### config.mk
export PLATFORM = sky130hd
export DESIGN_NAME = game_round_tracker_flat
export DESIGN_NICKNAME = d
export VERILOG_FILES = /design/src/rtl/game_round_tracker_if.sv /design/src/rtl/game_round_tracker.sv /design/src/flat_wrapper.sv
export SDC_FILE = /design/constraint.sdc
export NUM_CORES = 1
export LEC_CHECK = 0
export BUFFER_PORTS_ARGS = -buffer_cell sky130_fd_sc_hd__buf_2
export CAP_MARGIN = 20
export CORE_MARGIN = 2
export CORE_UTILIZATION = 25
export DETAILED_ROUTE_END_ITERATION = 10
export PLACE_DENSITY_LB_ADDON = 0.05
export SLEW_MARGIN = 0
export SYNTH_ARGS = -nofsm -noshare
export SYNTH_HDL_FRONTEND = slang
export SYNTH_SLANG_ARGS = --single-unit
export TNS_END_PERCENT = 10
### constraint.sdc
create_clock -name clock -period 5.7 [get_ports clock]
set_clock_uncertainty 0.1 [all_clocks]
set_input_delay 0.285 -clock clock [delete_from_list [all_inputs] [get_ports clock]]
set_output_delay 0.285 -clock clock [all_outputs]
set_load 0.05 [all_outputs]
### src/rtl/game_round_tracker_if.sv
// Handshake and result bus between the round tracker and the game controller.
// The master side drives requests and grading results; the slave side is the tracker.
interface game_round_tracker_if;
    logic       startGame;
    logic       masterLoaded;
    logic       gradeIt;
    logic [3:0] ZnarlyCount;
    logic [3:0] ZoodCount;
    logic       GameWon;
    logic       loadingShape;
    logic       ongoingGame;
    logic       areRoundsLeft;
    logic       doneGrading;
    logic [3:0] roundsUsed;
    logic [3:0] lastZnarly;
    logic [3:0] lastZood;
    logic       won;
    logic       lost;
    logic [3:0] gamesWon;

    modport master (
        output startGame, masterLoaded, gradeIt, ZnarlyCount, ZoodCount, GameWon,
        input  loadingShape, ongoingGame, areRoundsLeft, doneGrading, roundsUsed,
               lastZnarly, lastZood, won, lost, gamesWon
    );

    modport slave (
        input  startGame, masterLoaded, gradeIt, ZnarlyCount, ZoodCount, GameWon,
        output loadingShape, ongoingGame, areRoundsLeft, doneGrading, roundsUsed,
               lastZnarly, lastZood, won, lost, gamesWon
    );
endinterface

### src/rtl/game_round_tracker.sv
// Round/game sequencer: master load, up to MAX_ROUNDS graded guesses, win/loss
// status and a saturating count of games won. All outputs are registered.
module game_round_tracker #(
    parameter int MAX_ROUNDS = 8
) (
    input logic                  clock,
    input logic                  reset_L,
    game_round_tracker_if.slave  bus
);

    typedef enum logic [2:0] {
        IDLE  = 3'd0,
        LOAD  = 3'd1,
        PLAY  = 3'd2,
        GRADE = 3'd3,
        WON   = 3'd4,
        LOST  = 3'd5
    } state_t;

    localparam logic [3:0] MAX_R = 4'(MAX_ROUNDS);

    state_t     state;
    state_t     nextState;
    logic       enterLoad;
    logic       enterWon;
    logic       gradeExit;
    logic       nextOngoing;
    logic [3:0] nextRounds;

    // Next-state and next round count, decoded once so registered outputs can follow them.
    always_comb begin
        nextState = state;
        gradeExit = 1'b0;
        case (state)
            IDLE: begin
                if (bus.startGame) nextState = LOAD;
                else               nextState = IDLE;
            end
            LOAD: begin
                if (bus.masterLoaded) nextState = PLAY;
                else                  nextState = LOAD;
            end
            PLAY: begin
                if (bus.gradeIt) nextState = GRADE;
                else             nextState = PLAY;
            end
            GRADE: begin
                gradeExit = 1'b1;
                if (bus.GameWon)                              nextState = WON;
                else if ((bus.roundsUsed + 4'd1) == MAX_R)    nextState = LOST;
                else                                          nextState = PLAY;
            end
            WON, LOST: begin
                if (bus.startGame) nextState = LOAD;
                else               nextState = state;
            end
            default: nextState = IDLE;
        endcase

        enterLoad   = (nextState == LOAD) && (state != LOAD);
        enterWon    = (nextState == WON) && (state != WON);
        nextOngoing = (nextState == PLAY) || (nextState == GRADE);

        // The round count can only reach MAX_R on the grade that ends the game.
        if (enterLoad)                              nextRounds = 4'd0;
        else if (gradeExit && (bus.roundsUsed < MAX_R)) nextRounds = bus.roundsUsed + 4'd1;
        else                                        nextRounds = bus.roundsUsed;
    end

    // State register plus all registered outputs; reset discards any pending capture.
    always_ff @(posedge clock or negedge reset_L) begin
        if (!reset_L) begin
            state             <= IDLE;
            bus.roundsUsed    <= 4'd0;
            bus.lastZnarly    <= 4'd0;
            bus.lastZood      <= 4'd0;
            bus.gamesWon      <= 4'd0;
            bus.loadingShape  <= 1'b0;
            bus.ongoingGame   <= 1'b0;
            bus.areRoundsLeft <= 1'b0;
            bus.doneGrading   <= 1'b0;
            bus.won           <= 1'b0;
            bus.lost          <= 1'b0;
        end else begin
            state             <= nextState;
            bus.roundsUsed    <= nextRounds;
            bus.doneGrading   <= gradeExit;
            bus.loadingShape  <= (nextState == LOAD);
            bus.ongoingGame   <= nextOngoing;
            bus.areRoundsLeft <= nextOngoing && (nextRounds < MAX_R);
            bus.won           <= (nextState == WON);
            bus.lost          <= (nextState == LOST);

            if (enterLoad) begin
                bus.lastZnarly <= 4'd0;
                bus.lastZood   <= 4'd0;
            end else if (gradeExit) begin
                bus.lastZnarly <= bus.ZnarlyCount;
                bus.lastZood   <= bus.ZoodCount;
            end else begin
                bus.lastZnarly <= bus.lastZnarly;
                bus.lastZood   <= bus.lastZood;
            end

            if (enterWon && (bus.gamesWon != 4'd15)) bus.gamesWon <= bus.gamesWon + 4'd1;
            else                                     bus.gamesWon <= bus.gamesWon;
        end
    end

endmodule

### src/flat_wrapper.sv
// flat-port wrapper written by rule: the top's interface ports become plain ports
module game_round_tracker_flat 
#(
    parameter int MAX_ROUNDS = 8
)
  (clock, reset_L, bus_startGame, bus_masterLoaded, bus_gradeIt, bus_ZnarlyCount, bus_ZoodCount, bus_GameWon, bus_loadingShape, bus_ongoingGame, bus_areRoundsLeft, bus_doneGrading, bus_roundsUsed, bus_lastZnarly, bus_lastZood, bus_won, bus_lost, bus_gamesWon);
  game_round_tracker_if bus_i ();
  input logic clock;
  input logic reset_L;
  input wire logic [$bits(bus_i.startGame)-1:0] bus_startGame;
  input wire logic [$bits(bus_i.masterLoaded)-1:0] bus_masterLoaded;
  input wire logic [$bits(bus_i.gradeIt)-1:0] bus_gradeIt;
  input wire logic [$bits(bus_i.ZnarlyCount)-1:0] bus_ZnarlyCount;
  input wire logic [$bits(bus_i.ZoodCount)-1:0] bus_ZoodCount;
  input wire logic [$bits(bus_i.GameWon)-1:0] bus_GameWon;
  output wire logic [$bits(bus_i.loadingShape)-1:0] bus_loadingShape;
  output wire logic [$bits(bus_i.ongoingGame)-1:0] bus_ongoingGame;
  output wire logic [$bits(bus_i.areRoundsLeft)-1:0] bus_areRoundsLeft;
  output wire logic [$bits(bus_i.doneGrading)-1:0] bus_doneGrading;
  output wire logic [$bits(bus_i.roundsUsed)-1:0] bus_roundsUsed;
  output wire logic [$bits(bus_i.lastZnarly)-1:0] bus_lastZnarly;
  output wire logic [$bits(bus_i.lastZood)-1:0] bus_lastZood;
  output wire logic [$bits(bus_i.won)-1:0] bus_won;
  output wire logic [$bits(bus_i.lost)-1:0] bus_lost;
  output wire logic [$bits(bus_i.gamesWon)-1:0] bus_gamesWon;
  assign bus_i.startGame = bus_startGame;
  assign bus_i.masterLoaded = bus_masterLoaded;
  assign bus_i.gradeIt = bus_gradeIt;
  assign bus_i.ZnarlyCount = bus_ZnarlyCount;
  assign bus_i.ZoodCount = bus_ZoodCount;
  assign bus_i.GameWon = bus_GameWon;
  assign bus_loadingShape = bus_i.loadingShape;
  assign bus_ongoingGame = bus_i.ongoingGame;
  assign bus_areRoundsLeft = bus_i.areRoundsLeft;
  assign bus_doneGrading = bus_i.doneGrading;
  assign bus_roundsUsed = bus_i.roundsUsed;
  assign bus_lastZnarly = bus_i.lastZnarly;
  assign bus_lastZood = bus_i.lastZood;
  assign bus_won = bus_i.won;
  assign bus_lost = bus_i.lost;
  assign bus_gamesWon = bus_i.gamesWon;
  game_round_tracker #(.MAX_ROUNDS(MAX_ROUNDS)) u_core (.clock(clock), .reset_L(reset_L), .bus(bus_i));
endmodule
==> out/metrics.cfg <==
[status]
status = complete, no violations

[setup_path]
r2r-end = u_core.bus.loadingShape$_DFF_PN0_
worst_ep_required_time_ns = 5.80
cp-end-kind = flip-flop
cp-start-kind = flip-flop
crit_fanout = 14
worstPathCellList = nand3b_1 -> a2111o_1 -> a21o_1 -> and3b_1
cp.arrival_ns = 2.51
reg2reg_depth = 4
timing.rr.start = u_core.state[2]$_DFF_PN0_
cp_slowest_cell = a2111o_1
max_stage_delay_ns = 0.72
reg2reg_slack_ns = 3.30
critical_path_class = flip-flop to flip-flop

[timing]
fmax_ghz = 0.416
fin_tns_setup_ns = 0
setup_viol = 0
finalCritPeriodShare_pct = 42.1
relSlewSlack_pct = 30.1
tightest_slew_ns = 1.05
hold_violations = 0
rsz0062_at_grt = no
final_max_slew_viol_count = 0
setup_slack_ns = 3.30
min_period_ns = 2.40

[floorplanning]
fp.dieW_um = 79.3
core_region_area_mm2 = 0.00551
die_y_um = 79.3
placementRows = 27
initial_core_util_pct = 25.8
io_pins = 36
dieArea_mm2 = 0.00629

[routing]
postRouteWirelength_um = 3570
wl_met3_um = 193
first_pass_iters = 5
drc = 0
highest_layer = met4
wl_met2_um = 1710
first_iter_violations = 85
via_per_inst = 4.91
wl_met1_um = 1630
wl_per_cell_um = 14.3
via_count = 1228
antenna_left = 0

[synthesis]
yosysWarnings = 0
yosysMostFrequentCell = nand2_1
avgSynthCellArea_um2 = 9.85
synth_area_leader_cell = dfrtp_1
yosys.area.top_type_share_pct = 44.1
syn_nets = 160
yosysSeqAreaShare_pct = 44.1
synth-edff-count = 0
synth-main-ff-cell = dfrtp_1
synth_commonest_cells = nand2_1, dfrtp_1, inv_1, mux2_2, o221ai_1
synth.distinct_cells = 38
synth_area_leaders = dfrtp_1, mux2_2, nand2_1, o221ai_1, inv_1
netlist_instances = 144
async_reset_ff_share_pct = 100
syn_area_mm2 = 0.00142
synth_seq_cells = 25

[final_layout]
diodes = 0
nNetsFinal = 195
drive_gt1_share_pct = 29.8
area_delta_synth_final_pct = 20.1

[place]
portBuffers = 35
hpwl_um = 2540
gp_congestion = 0.766
pre_cts_slack_ns = 3.28

[clock_tree]
h-tree-depth = 1
cts-root-buf = clkbuf_8
clock-sinks = 25
cts_tree = yes
insertion_delay_ns = 0.27
ctsResizeCount = 0
cts_setup_buffers = 0
numCtsBuffers = 3
clk_pin_slew_ns = 0.08
clockBufferDepth = 2

[flow_run]
maxCapViolCount = 0

[global_route]
grt_usage_pct = 11.7
gr-total-overflow = 0
grt_max_degree = 26
grt_pass1_wl_um = 5780
antenna_found_initial = 0
first_global_vias = 1170

[worst_hold_path]
min_path_type = input pin to flip-flop
hp-start = bus_startGame
whs_path_depth = 3
worstHoldEndpoint = u_core.state[2]$_DFF_PN0_

-- sequential cells by signal (all words and copies together), names as in the netlist --
signal	cells
u_core.bus.gamesWon	4
u_core.bus.lastZnarly	4
u_core.bus.lastZood	4
u_core.bus.roundsUsed	4
u_core.state	3
u_core.bus.areRoundsLeft	1
u_core.bus.doneGrading	1
u_core.bus.loadingShape	1
u_core.bus.lost	1
u_core.bus.ongoingGame	1
u_core.bus.won	1
-- cells in the final DEF, fill, tap and decap left out, types with 2 or more instances in the layout --
| cell | count |
|---|---|
| a21o_1 | 2 |
| a21oi_1 | 7 |
| and3_1 | 3 |
| and3b_1 | 2 |
| and4bb_2 | 2 |
| buf_2 | 35 |
| clkbuf_8 | 3 |
| dfrtp_1 | 25 |
| ha_1 | 2 |
| inv_1 | 11 |
| mux2_2 | 9 |
| nand2_1 | 26 |
| nand3_1 | 3 |
| nand3b_1 | 4 |
| nand4_1 | 4 |
| nor2_1 | 3 |
| o211ai_1 | 3 |
| o21ai_0 | 3 |
| o221ai_1 | 9 |
| xor2_1 | 3 |
-- stage by stage --
stage	instances	util [%]	hold WS (ns)	area, µm²
floorplan	144	-	-0.111	1420
global placement	245	29.9	0.228	1650
detailed placement	245	29.9	0.240	1650
CTS	250	30.9	0.265	1700
global route	250	30.9	0.294	1700
finish	250	30.9	0.280	1700
-- routing by layer --
layer | vias up | GRT usage, %
met1 | 596 | 15.4
met2 | 37 | 19.0
li1 | 593 | -
met3 | 2 | 2.50
met5 | - | 0
met4 | 0 | 4.14
-- kinds of logic (layout without fill, tap and decap cells) --
group | count (synthesis) | in the layout | share of synthesized area, %
buf+inv | 17 | 51 | 5.38
simple gates | 54 | 54 | 20.5
fa+ha+maj | 2 | 2 | 1.76
flops | 25 | 25 | 44.1
mux | 10 | 10 | 7.94
xor+xnor | 4 | 4 | 2.47
compound gates | 32 | 32 | 17.8
-- area by class of cell --
class                           instances  area, µm²
Fill cell                             580       3800
Multi-Input combinational cell        102        717
Sequential cell                        25        626
Timing Repair Buffer                   36        185
Tap cell                               72       90.1
Clock buffer                            4       45.0
Inverter                               11       41.3
-- critical path: cells and delay by family (launching register included) --
kind             cells  cell delay (ns)
AO/OA/AOI/OAI        2             0.99
flip-flops           1             0.51
AND/OR/NAND/NOR      2             0.74
-- what timing repair did --
action	CTS	global route
hold buffers	1	0
setup endpoints to repair	0	0
hold endpoints to repair	25	0
-- worst max-delay path by stage --
stage	from	to	slack [ns]	cells after the start
after floorplan	u_core.bus.roundsUsed[0]$_DFFE_PN0P_	u_core.bus.lastZnarly[1]$_DFFE_PN0P_	3.63	6
after CTS	u_core.state[2]$_DFF_PN0_	u_core.bus.loadingShape$_DFF_PN0_	3.26	4
after global routing	u_core.state[2]$_DFF_PN0_	u_core.bus.loadingShape$_DFF_PN0_	3.16	4
final	u_core.state[2]$_DFF_PN0_	u_core.bus.loadingShape$_DFF_PN0_	3.30	4
after detailed placement	u_core.state[2]$_DFF_PN0_	u_core.bus.loadingShape$_DFF_PN0_	3.28	4
after global placement	u_core.state[2]$_DFF_PN0_	u_core.bus.loadingShape$_DFF_PN0_	3.38	4
Power is not shown: default switching activity piles up to over one toggle a cycle in this logic, so the estimate is an artifact.
